### config.mk
export PLATFORM = sky130hd
export DESIGN_NAME = vga_sync_receiver
export DESIGN_NICKNAME = d
export VERILOG_FILES = /design/src/rtl/vga_sync_receiver.sv
export SDC_FILE = /design/constraint.sdc
export NUM_CORES = 1
export LEC_CHECK = 0
export ABC_AREA = 1
export BUFFER_PORTS_ARGS = -buffer_cell sky130_fd_sc_hd__buf_4
export CAP_MARGIN = 20
export CORE_MARGIN = 2
export CORE_UTILIZATION = 30
export DETAILED_ROUTE_END_ITERATION = 6
export PLACE_DENSITY = 0.53
export SYNTH_ARGS = -nofsm -noshare
export SYNTH_HDL_FRONTEND = slang
export SYNTH_SLANG_ARGS = --single-unit
### constraint.sdc
create_clock -name i_clk -period 2.15 [get_ports i_clk]
set_clock_uncertainty 0.2 [all_clocks]
set_input_delay 0.215 -clock i_clk [delete_from_list [all_inputs] [get_ports i_clk]]
set_output_delay 0.215 -clock i_clk [all_outputs]
set_load 0.02 [all_outputs]
### src/rtl/vga_sync_receiver.sv
// VGA receive-side timing recovery: rebuilds pixel coordinates, data-enable
// and lock from sampled HS/VS/RGB, and flags line/frame timing errors.
module vga_sync_receiver #(
    parameter int unsigned H_ACTIVE    = 640,
    parameter int unsigned H_FP        = 16,
    parameter int unsigned H_SYNC      = 96,
    parameter int unsigned H_BP        = 48,
    parameter int unsigned V_ACTIVE    = 480,
    parameter int unsigned V_FP        = 10,
    parameter int unsigned V_SYNC      = 2,
    parameter int unsigned V_BP        = 33,
    parameter logic        SYNC_POL    = 1'b0,
    parameter int unsigned LOCK_FRAMES = 2
) (
    input  logic       i_clk,
    input  logic       i_rst,
    input  logic       i_pix_stb,
    input  logic       i_hs,
    input  logic       i_vs,
    input  logic [7:0] i_rgb,
    output logic [9:0] o_x,
    output logic [8:0] o_y,
    output logic       o_de,
    output logic [7:0] o_rgb,
    output logic       o_frame_start,
    output logic       o_line_err,
    output logic       o_frame_err,
    output logic       o_locked
);
    localparam int unsigned H_TOTAL = H_ACTIVE + H_FP + H_SYNC + H_BP;
    localparam int unsigned V_TOTAL = V_ACTIVE + V_FP + V_SYNC + V_BP;
    localparam int unsigned HO      = H_SYNC + H_BP;
    localparam int unsigned VO      = V_SYNC + V_BP;
    localparam logic [9:0]  CNT_MAX = '1;
    localparam logic [7:0]  LOCK_LAST = 8'(LOCK_FRAMES - 1);

    typedef enum logic {UNLOCKED, LOCKED} lock_state_t;

    logic [1:0]  rst_sync;
    logic        rst_sync_n;

    logic        primed;
    logic        hs_prev;
    logic        vs_prev;
    logic        seen_hs;
    logic        seen_vs;
    logic        frame_clean;
    logic [9:0]  h_cnt;
    logic [9:0]  v_cnt;
    lock_state_t state;
    logic [7:0]  good_cnt;

    logic        hs_a;
    logic        vs_a;
    logic        hs_fall;
    logic        hs_rise;
    logic        vs_fall;
    logic        vs_rise;
    logic [10:0] h_inc;
    logic [9:0]  h_next;
    logic [9:0]  v_line;
    logic [9:0]  v_next;
    logic [9:0]  x_next;
    logic [8:0]  y_next;
    logic        line_err;
    logic        frame_err;
    logic        any_err;
    logic        good_frame;
    logic        in_act;
    logic        de_next;

    always_ff @(posedge i_clk or negedge i_rst) begin
        if (!i_rst) rst_sync <= '0;
        else        rst_sync <= {rst_sync[0], 1'b1};
    end
    assign rst_sync_n = rst_sync[1];

    always_comb begin
        hs_a    = (i_hs == SYNC_POL);
        vs_a    = (i_vs == SYNC_POL);
        hs_fall = primed & hs_a & ~hs_prev;
        hs_rise = primed & ~hs_a & hs_prev;
        vs_fall = primed & vs_a & ~vs_prev;
        vs_rise = primed & ~vs_a & vs_prev;

        h_inc  = {1'b0, h_cnt} + 11'd1;
        h_next = hs_fall ? '0 : ((h_cnt == CNT_MAX) ? h_cnt : h_inc[9:0]);
        // VS edges coincide with the HS fall that opens a line, so the VS
        // checks use the line count including this sample's HS fall.
        v_line = (hs_fall && (v_cnt != CNT_MAX)) ? v_cnt + 10'd1 : v_cnt;
        v_next = vs_fall ? '0 : v_line;

        line_err  = (seen_hs & ((hs_rise & (h_inc != 11'(H_SYNC))) |
                                (hs_fall & (h_inc != 11'(H_TOTAL))))) |
                    (~hs_fall & (h_cnt == CNT_MAX - 10'd1));
        frame_err = seen_vs & ((vs_fall & (v_line != 10'(V_TOTAL))) |
                               (vs_rise & (v_line != 10'(V_SYNC))));
        any_err    = line_err | frame_err;
        good_frame = vs_fall & seen_vs & frame_clean & ~any_err;

        in_act = (h_next >= 10'(HO)) && (h_next <= 10'(HO + H_ACTIVE - 1)) &&
                 (v_next >= 10'(VO)) && (v_next <= 10'(VO + V_ACTIVE - 1));
        // Lock only rises at a VS fall (row 0, outside the window), so the
        // registered lock masked by this cycle's errors equals the next lock.
        de_next = in_act & o_locked & ~any_err;
        x_next  = h_next - 10'(HO);
        y_next  = 9'(v_next - 10'(VO));
    end

    // o_de and the three pulses are single-cycle qualifiers of a strobe.
    always_ff @(posedge i_clk or negedge rst_sync_n) begin
        if (!rst_sync_n) begin
            primed        <= 1'b0;
            hs_prev       <= 1'b0;
            vs_prev       <= 1'b0;
            seen_hs       <= 1'b0;
            seen_vs       <= 1'b0;
            frame_clean   <= 1'b0;
            h_cnt         <= '0;
            v_cnt         <= '0;
            o_x           <= '0;
            o_y           <= '0;
            o_rgb         <= '0;
            o_de          <= 1'b0;
            o_frame_start <= 1'b0;
            o_line_err    <= 1'b0;
            o_frame_err   <= 1'b0;
        end else begin
            o_de          <= 1'b0;
            o_frame_start <= 1'b0;
            o_line_err    <= 1'b0;
            o_frame_err   <= 1'b0;
            if (i_pix_stb) begin
                primed  <= 1'b1;
                hs_prev <= hs_a;
                vs_prev <= vs_a;
                if (hs_fall) seen_hs <= 1'b1;
                if (vs_fall) seen_vs <= 1'b1;
                if (vs_fall)      frame_clean <= 1'b1;
                else if (any_err) frame_clean <= 1'b0;
                h_cnt       <= h_next;
                v_cnt       <= v_next;
                o_line_err  <= line_err;
                o_frame_err <= frame_err;
                if (de_next) begin
                    o_de          <= 1'b1;
                    o_x           <= x_next;
                    o_y           <= y_next;
                    o_rgb         <= i_rgb;
                    o_frame_start <= (x_next == '0) && (y_next == '0);
                end
            end
        end
    end

    always_ff @(posedge i_clk or negedge rst_sync_n) begin
        if (!rst_sync_n) begin
            state    <= UNLOCKED;
            good_cnt <= '0;
            o_locked <= 1'b0;
        end else if (i_pix_stb) begin
            if (any_err) begin
                state    <= UNLOCKED;
                good_cnt <= '0;
                o_locked <= 1'b0;
            end else begin
                case (state)
                    UNLOCKED: begin
                        if (good_frame) begin
                            good_cnt <= good_cnt + 8'd1;
                            if (good_cnt == LOCK_LAST) begin
                                state    <= LOCKED;
                                o_locked <= 1'b1;
                            end
                        end
                    end
                    LOCKED:  state <= LOCKED;
                    default: state <= UNLOCKED;
                endcase
            end
        end
    end
endmodule

==> results.md, run 1 <==
* Synth Instances at 614
* Number of remaining DRC errors at 0
* Largest net degree at the start of global routing at 45
* Clock transition at path regs at 0.06 ns
* Failing checks: setup timing
* Lkg Pwr at 3.52 nW
* Clock buffer depth at 2
* Antenna viol nets, final at 0
* CP arrival at 2.75 ns
* Most used cell along the critical path: nand2_2
* Synth Area in Compound Gates at 5.44%
* DP HPWL at 8.92 mm
* Maxcap violations at 0
* Main combinational cell family by area after synthesis: simple AND/OR/NAND/NOR gates
* H-tree levels at 3
* Share of layout cells above drive strength 1 at 38.0%
* Core area at between 10,000 and 15,000 µm²
* Status: finished with violations
* Post-route setup slack at -0.568 ns
* # setup viols final at 42
* Net count, final at 819
* Root Buffer: clkbuf_16
* CP max-delay cell: dfrtp_1
* CP Launch Type: flip-flop
* Fill cells at 1,369
* Routed Wire Length at 12.5 mm
* Vias per inst at 4.50
* Post-synth top area share at 40.6%
* Starting Density at 30.6%
* Hold Fails Final Rpt at 0
* Post-synthesis register bit count at 69
* Layout area overhead at 56.4%
* XOR/XNOR share of the synthesized area at 1.65%
* Die width at ~120 µm
* Peak VDD IR at 0.477 mV
* Top FF cell, synth: dfrtp_1
* Adder-Cell Fraction of Synth Area at 2.94%
* Synthesized area at 4250 µm²
* Syn Area/Cell at 6.93 µm²
* DRT iter0 DRCs at around 150
* WL/cell at 12.8 µm
* Cell area power density at ~580 nW/µm²
* Worst slack, placed at -0.581 ns
* Top post-synthesis cells by count: nand2_1 (259), dfrtp_1 (69), inv_1 (68)
* Yosys warning total at 0
* IO Pins at 45
* Fin. max-slew vios at 0
* Initial antenna violation count at 0
* Min-Delay Path Class: flip-flop to asynchronous set/reset pin
* Die area at 15,100 µm²
* Tot GR Track Use at 17.2%
* Via count at approximately 4,400
* Min Tclk post-route at 2.72 ns
* DIE HEIGHT at approximately 120 µm
* Critical path class: flip-flop to flip-flop
* Clk sink count at 69
* Yosys cell types at 38
* CP max stage delay at 0.37 ns
* Ys async rst share at 100%
* GPL Wtd Cong at 0.862
* Top-count cell post-synth: nand2_1
* RSZ-0062 raised after global routing: yes
* Number of global-route vias before repair at 4,453
* Worst-path fanout max at 13
* Synth Area in Simple Gates at 40.4%
* Clk_lat worst skew at 0.35 ns
* CP Cell Sequence: ha_2, nand2_2, nor2_4, nand3b_1, nand2_4, nand2_8, inv_4, ha_4, nand2_2, nor2_2, nand3_2, o21ai_2, nand2_2, nor2_4, nand3_4, clkbuf_16, nand2_1, nand2_1
* Max Fclk at between 0.3 and 0.4 GHz
* Multiplexer area fraction after synthesis at 0%
* Critical path required time at 2.18 ns
* Worst setup EP type: flip-flop
* CTS tree: done
* Ant. Diodes at 0
* Biggest area consumer among synthesized cells: dfrtp_1
* Ratio of final minimum period to clock period at 126%
* Grt total ovfl at 0
* First-pass GRT wire length at about 20 mm
* Syn Nets at 637
* Core Rows at 43
* I/O Buffers at 44
* Drt first pass iters at 4
* Top cells by area, synth: dfrtp_1 (41%), nand2_1 (23%), nand3_1 (6.4%), inv_1 (6.0%), o21ai_0 (3.5%)
* Post-Route Utilization at 47.9%
* Post-synthesis sequential area ratio at 40.6%
* Post-synth EDFFs at 0
* CTS Buf Count at 9
registers in the layout, indices dropped and copies added (netlist names), 2 cells and up:
| register | flops |
|---|---|
| h_cnt | 10 |
| o_y | 9 |
| rst_sync | 2 |
| good_cnt | 8 |
| o_x | 10 |
| v_cnt | 10 |
| o_rgb | 8 |
routing by layer:
layer / track usage, % / part of all wire, % / vias to the layer above
met5: 0 / 0 / -
met4: 6.18 / 1.3 / 0
met3: 3.46 / 2.6 / 14
met2: 29.1 / 49 / 45
met1: 21.8 / 47 / 2082
li1: - / - / 2278
what timing repair did:
action | CTS | global route
pin swaps | 6 | 15
cloned | 0 | 2
setup buffers | 4 | 11
gates resized for setup | 25 | 74
endpoints found under the setup margin | 42 | 44
endpoints found under the hold margin | 13 | 0
hold buffers | 13 | 0
through the flow:
| step | TNS (ns) | total power, mW | instances | hold slack, ns | area, µm² |
|---|---|---|---|---|---|
| floorplan | -13.79 | 1.83 | 614 | -0.281 | 4370 |
| global placement | -18.83 | 2.20 | 939 | -0.202 | 5720 |
| detailed placement | -20.46 | 2.21 | 939 | -0.199 | 5720 |
| CTS | -19.13 | 3.81 | 971 | 0.106 | 6270 |
| global route | -27.62 | 4.06 | 981 | 0.139 | 6650 |
| finish | -20.02 | 3.85 | 981 | 0.0834 | 6650 |
critical path, delay by kind of cell, from the launching register on:
| family | cells | cell delay, ns |
|---|---|---|
| buf+inv | 2 | 0.27 |
| flops | 1 | 0.37 |
| simple gates | 13 | 1.30 |
| compound gates | 1 | 0.16 |
| fa+ha+maj | 2 | 0.32 |
cells in the final DEF, fill, tap and decap left out, types with 2 or more instances in the layout:
cell / n
dfrtp_1: 68
nor3_1: 5
o21ai_2: 6
nor2_4: 9
inv_6: 2
xnor2_1: 2
nand3b_1: 5
o21ai_0: 24
nand2_4: 12
nand2_8: 2
nand2_1: 223
buf_4: 156
nand3_2: 17
inv_4: 2
ha_4: 2
nor2_2: 8
ha_2: 2
clkinv_4: 2
nor2_1: 28
buf_6: 11
a21oi_1: 4
nand2_2: 29
o21bai_1: 2
ha_1: 6
nand3_4: 5
dlygate4sd3_1: 13
nand4_1: 11
xor2_1: 5
clkbuf_16: 11
clkinvlp_4: 3
inv_1: 60
nand3_1: 35
inv_2: 10
buf_12: 3
nor3_2: 3
a21oi_2: 2
layout make-up:
cell class / count / area, µm² / area share, %
Clock buffer: 9 / 225 / 3.39
Sequential cell: 69 / 1730 / 26.0
Clock inverter: 7 / 75.1 / 1.13
Multi-Input combinational cell: 455 / 2550 / 38.3
Tap cell: 180 / 225 / 3.39
Inverter: 76 / 313 / 4.70
Timing Repair Buffer: 185 / 1540 / 23.1
power breakdown:
part | internal, mW | total, mW | switching (mW)
clock network | 0.901 | 1.52 | 0.620
logic | 0.428 | 0.939 | 0.511
registers | 1.35 | 1.39 | 0.0424
path summary, 6_finish.rpt:
check | depth (start not counted) | to | from | slack [ns]
max in group asynchronous | 3 | rst_sync[1] | i_rst | 1.09
worst max register to register | 18 | o_rgb[2] | h_cnt[0] | -0.57
worst min-delay path | 1 | h_cnt[8] | rst_sync[1] | 0.08
min in group i_clk | 0 | rst_sync[1] | rst_sync[0] | 0.16
worst min register to register | 1 | h_cnt[8] | rst_sync[1] | 0.08
worst max-delay path | 18 | o_rgb[2] | h_cnt[0] | -0.57
cell families after synthesis:
kind of cell | Yosys count
AO/OA/AOI/OAI | 42
XOR/XNOR | 8
adder cells (fa/ha/maj) | 10
buffers and inverters | 90
flip-flops | 69
other | 1
AND/OR/NAND/NOR | 394
(Power assumes the default switching activity.)
==> run 2, diff against run 1 <==
Settings changed: SETUP_SLACK_MARGIN set to 0.1.
==> run 2 against run 1 <==
Compared with the run above:
- the flow still finishes with violations (setup timing)
- die area unchanged
- clock power down 9.9%
- non-clock buffer count up 14
- combinational power up 2.4%
- global-route usage up 0.40 points
- sequential cell count unchanged
==> results.md, run 2 (same netlist as run 1, synthesis figures left out) <==
* Status: finished with violations
* Failing checks: setup timing
* Critical path required time at 2.23 ns
* Die area at 15,100 µm²
* Grt total ovfl at 0
* Biggest regs: h_cnt (10), o_x (10), v_cnt (10)
* CP arrival at 2.84 ns
* Starting Density at 30.6%
* Clk sink count at 69
* Critical path class: flip-flop to flip-flop
* Worst-path fanout max at 7
* Post-route setup slack at -0.609 ns
* GPL Wtd Cong at between 0.8 and 0.9
* DP Area at roughly 5700 µm²
* Initial antenna violation count at 0
* Ant. Diodes at 0
* RSZ-0062 raised after global routing: yes
* Sw frac at between 20 and 30%
* Gate power share at about 26%
* Setup TNS at -21.34 ns
* Reg area at 1730 µm²
* Reg2reg start: h_cnt[0]
* # setup viols final at 42
* Core Rows at 43
* Max Fclk at approximately 0.36 GHz
* Worst hold slack at 0.0630 ns
* Net switching power at 1.12 mW
* Dpl cells at 942
* Rel. slew slack at 62.8%
* Fill cells at 1,365
* CP Cell Sequence: ha_2, nand2_2, nor2_4, nand3b_1, nand2_4, nand2_8, inv_4, ha_4, nand2_2, nor2_1, nand3_1, o21ai_2, nand3b_1, nor2_4, buf_6, clkbuf_16, nand2_1, nand2_1
* Internal Power at 2.61 mW
* Ratio of final minimum period to clock period at 128%
* Lkg Pwr at 3.60 nW
* Net count, final at ~830
* Share of layout cells above drive strength 1 at 40.1%
* Most frequent cells in the layout: nand2_1 (203), buf_4 (169), dfrtp_1 (68)
* DP HPWL at around 8.9 mm
* Min-Delay Path Class: flip-flop to asynchronous set/reset pin
* Fin. max-slew vios at 0
* Core area at 13,900 µm²
* Maxcap violations at 0
* Routed Wire Length at 12.4 mm
* Delay-heaviest family, CP: simple AND/OR/NAND/NOR gates
* CP max-delay cell: dfrtp_1
* R2R cell count at 18
* CP bufs+invs at 3
* Clk pwr share at 36.6%
* Drt first pass iters at 4
* DRT iter0 DRCs at 235
* Via count at around 4,500
* Peak VDD IR at 0.503 mV
* Hold Fails Final Rpt at 0
* Multi-input gate area at 2600 µm²
* Largest net degree at the start of global routing at 45
* Antenna viol nets, final at 0
* Tot GR Track Use at between 10% and 20%
* Number of global-route vias before repair at roughly 4,500
* Post-Route Utilization at 48.9%
* Clock transition at path regs at 0.06 ns
* Reg power frac at 37.6%
* Root Buffer: clkbuf_16
* CTS Buf Count at 9
* Number of remaining DRC errors at 0
* Vias per inst at 4.52
* Final Non-Filler Cells at around 1,000
* Post-route cell area at 6790 µm²
* First-pass GRT wire length at 20.9 mm
* Clk_lat worst skew at about 0.34 ns
* CP max stage delay at 0.37 ns
* Cell area power density at 549 nW/µm²
* Worst setup EP type: flip-flop
* IO Pins at 45
* WL/cell at 12.5 µm
* R2R Setup Slk at -0.61 ns
* Min Tclk post-route at 2.76 ns
* CP Launch Type: flip-flop
* R2r endpoint: o_x[6]
* Most common cell after layout, fill and taps aside: nand2_1
* Actual slew at the worst max-slew pin at 0.558 ns
* Layout area overhead at 59.7%
* Die width at between 100 and 150 µm
* H-tree levels at 3
* I/O Buffers at 44
* CTS tree: done
* DIE HEIGHT at 123 µm
* Clock buffer depth at 2
-- run 2: routing by layer --
metal  up-vias  part of all wire [%]  global-route usage (%)
li1       2313                     -                       -
met1      2103                    46                    22.2
met2        63                    50                    29.8
met3        23                   2.6                    4.11
met4         0                   2.1                    5.61
met5         -                     0                       0
-- run 2: area by class of cell --
cell class,count,area share (%)
clock inverters,4,0.368
well taps,180,3.32
inverters,76,4.49
clock buffers,12,3.63
repair buffers,199,24.5
multi-input cells,455,38.3
flip-flops and latches,69,25.4
-- run 2: how the worst max path moves through the flow --
stage,depth (start not counted),start,end,slack [ns]
finish,18,h_cnt[0],o_x[6],-0.61
global route,18,h_cnt[0],o_x[6],-0.79
CTS,16,h_cnt[0],o_y[5],-0.54
detailed placement,15,h_cnt[1],o_y[0],-0.58
global placement,16,h_cnt[0],o_y[0],-0.56
floorplan,19,h_cnt[1],o_rgb[7],-0.50
-- run 2: worst reg2reg max path, delay by kind of cell (launching register included) --
| kind | cells | cell delay (ns) |
|---|---|---|
| flip-flops | 1 | 0.37 |
| AO/OA/AOI/OAI | 1 | 0.15 |
| buffers and inverters | 3 | 0.36 |
| AND/OR/NAND/NOR | 12 | 1.32 |
| adder cells (fa/ha/maj) | 2 | 0.31 |
-- run 2: per-stage QoR --
step / worst slack [ns] / total power, mW
6_report: -0.609 / 3.73
4_1_cts: -0.535 / 3.74
3_5_place_dp: -0.583 / 2.22
2_1_floorplan: -0.500 / 1.83
5_1_grt: -0.789 / 3.93
3_3_place_gp: -0.558 / 2.21
-- run 2: what timing repair did --
| action | CTS | global route |
|---|---|---|
| endpoints found under the setup margin | 42 | 44 |
| setup buffers | 19 | 4 |
| endpoints found under the hold margin | 13 | 0 |
| pin swaps | 27 | 41 |
| hold buffers | 13 | 0 |
| gates cloned | 2 | 1 |
| gates resized for setup | 55 | 58 |
-- run 2: power groups by stage --
stage                     Clock (mW)  Sequential (mW)  Combinational (mW)
after floorplan                    0             1.44               0.386
after global placement             0             1.42               0.792
after detailed placement           0             1.42               0.799
after CTS                       1.42             1.40               0.915
after global routing            1.46             1.41                1.06
final                           1.37             1.40               0.962
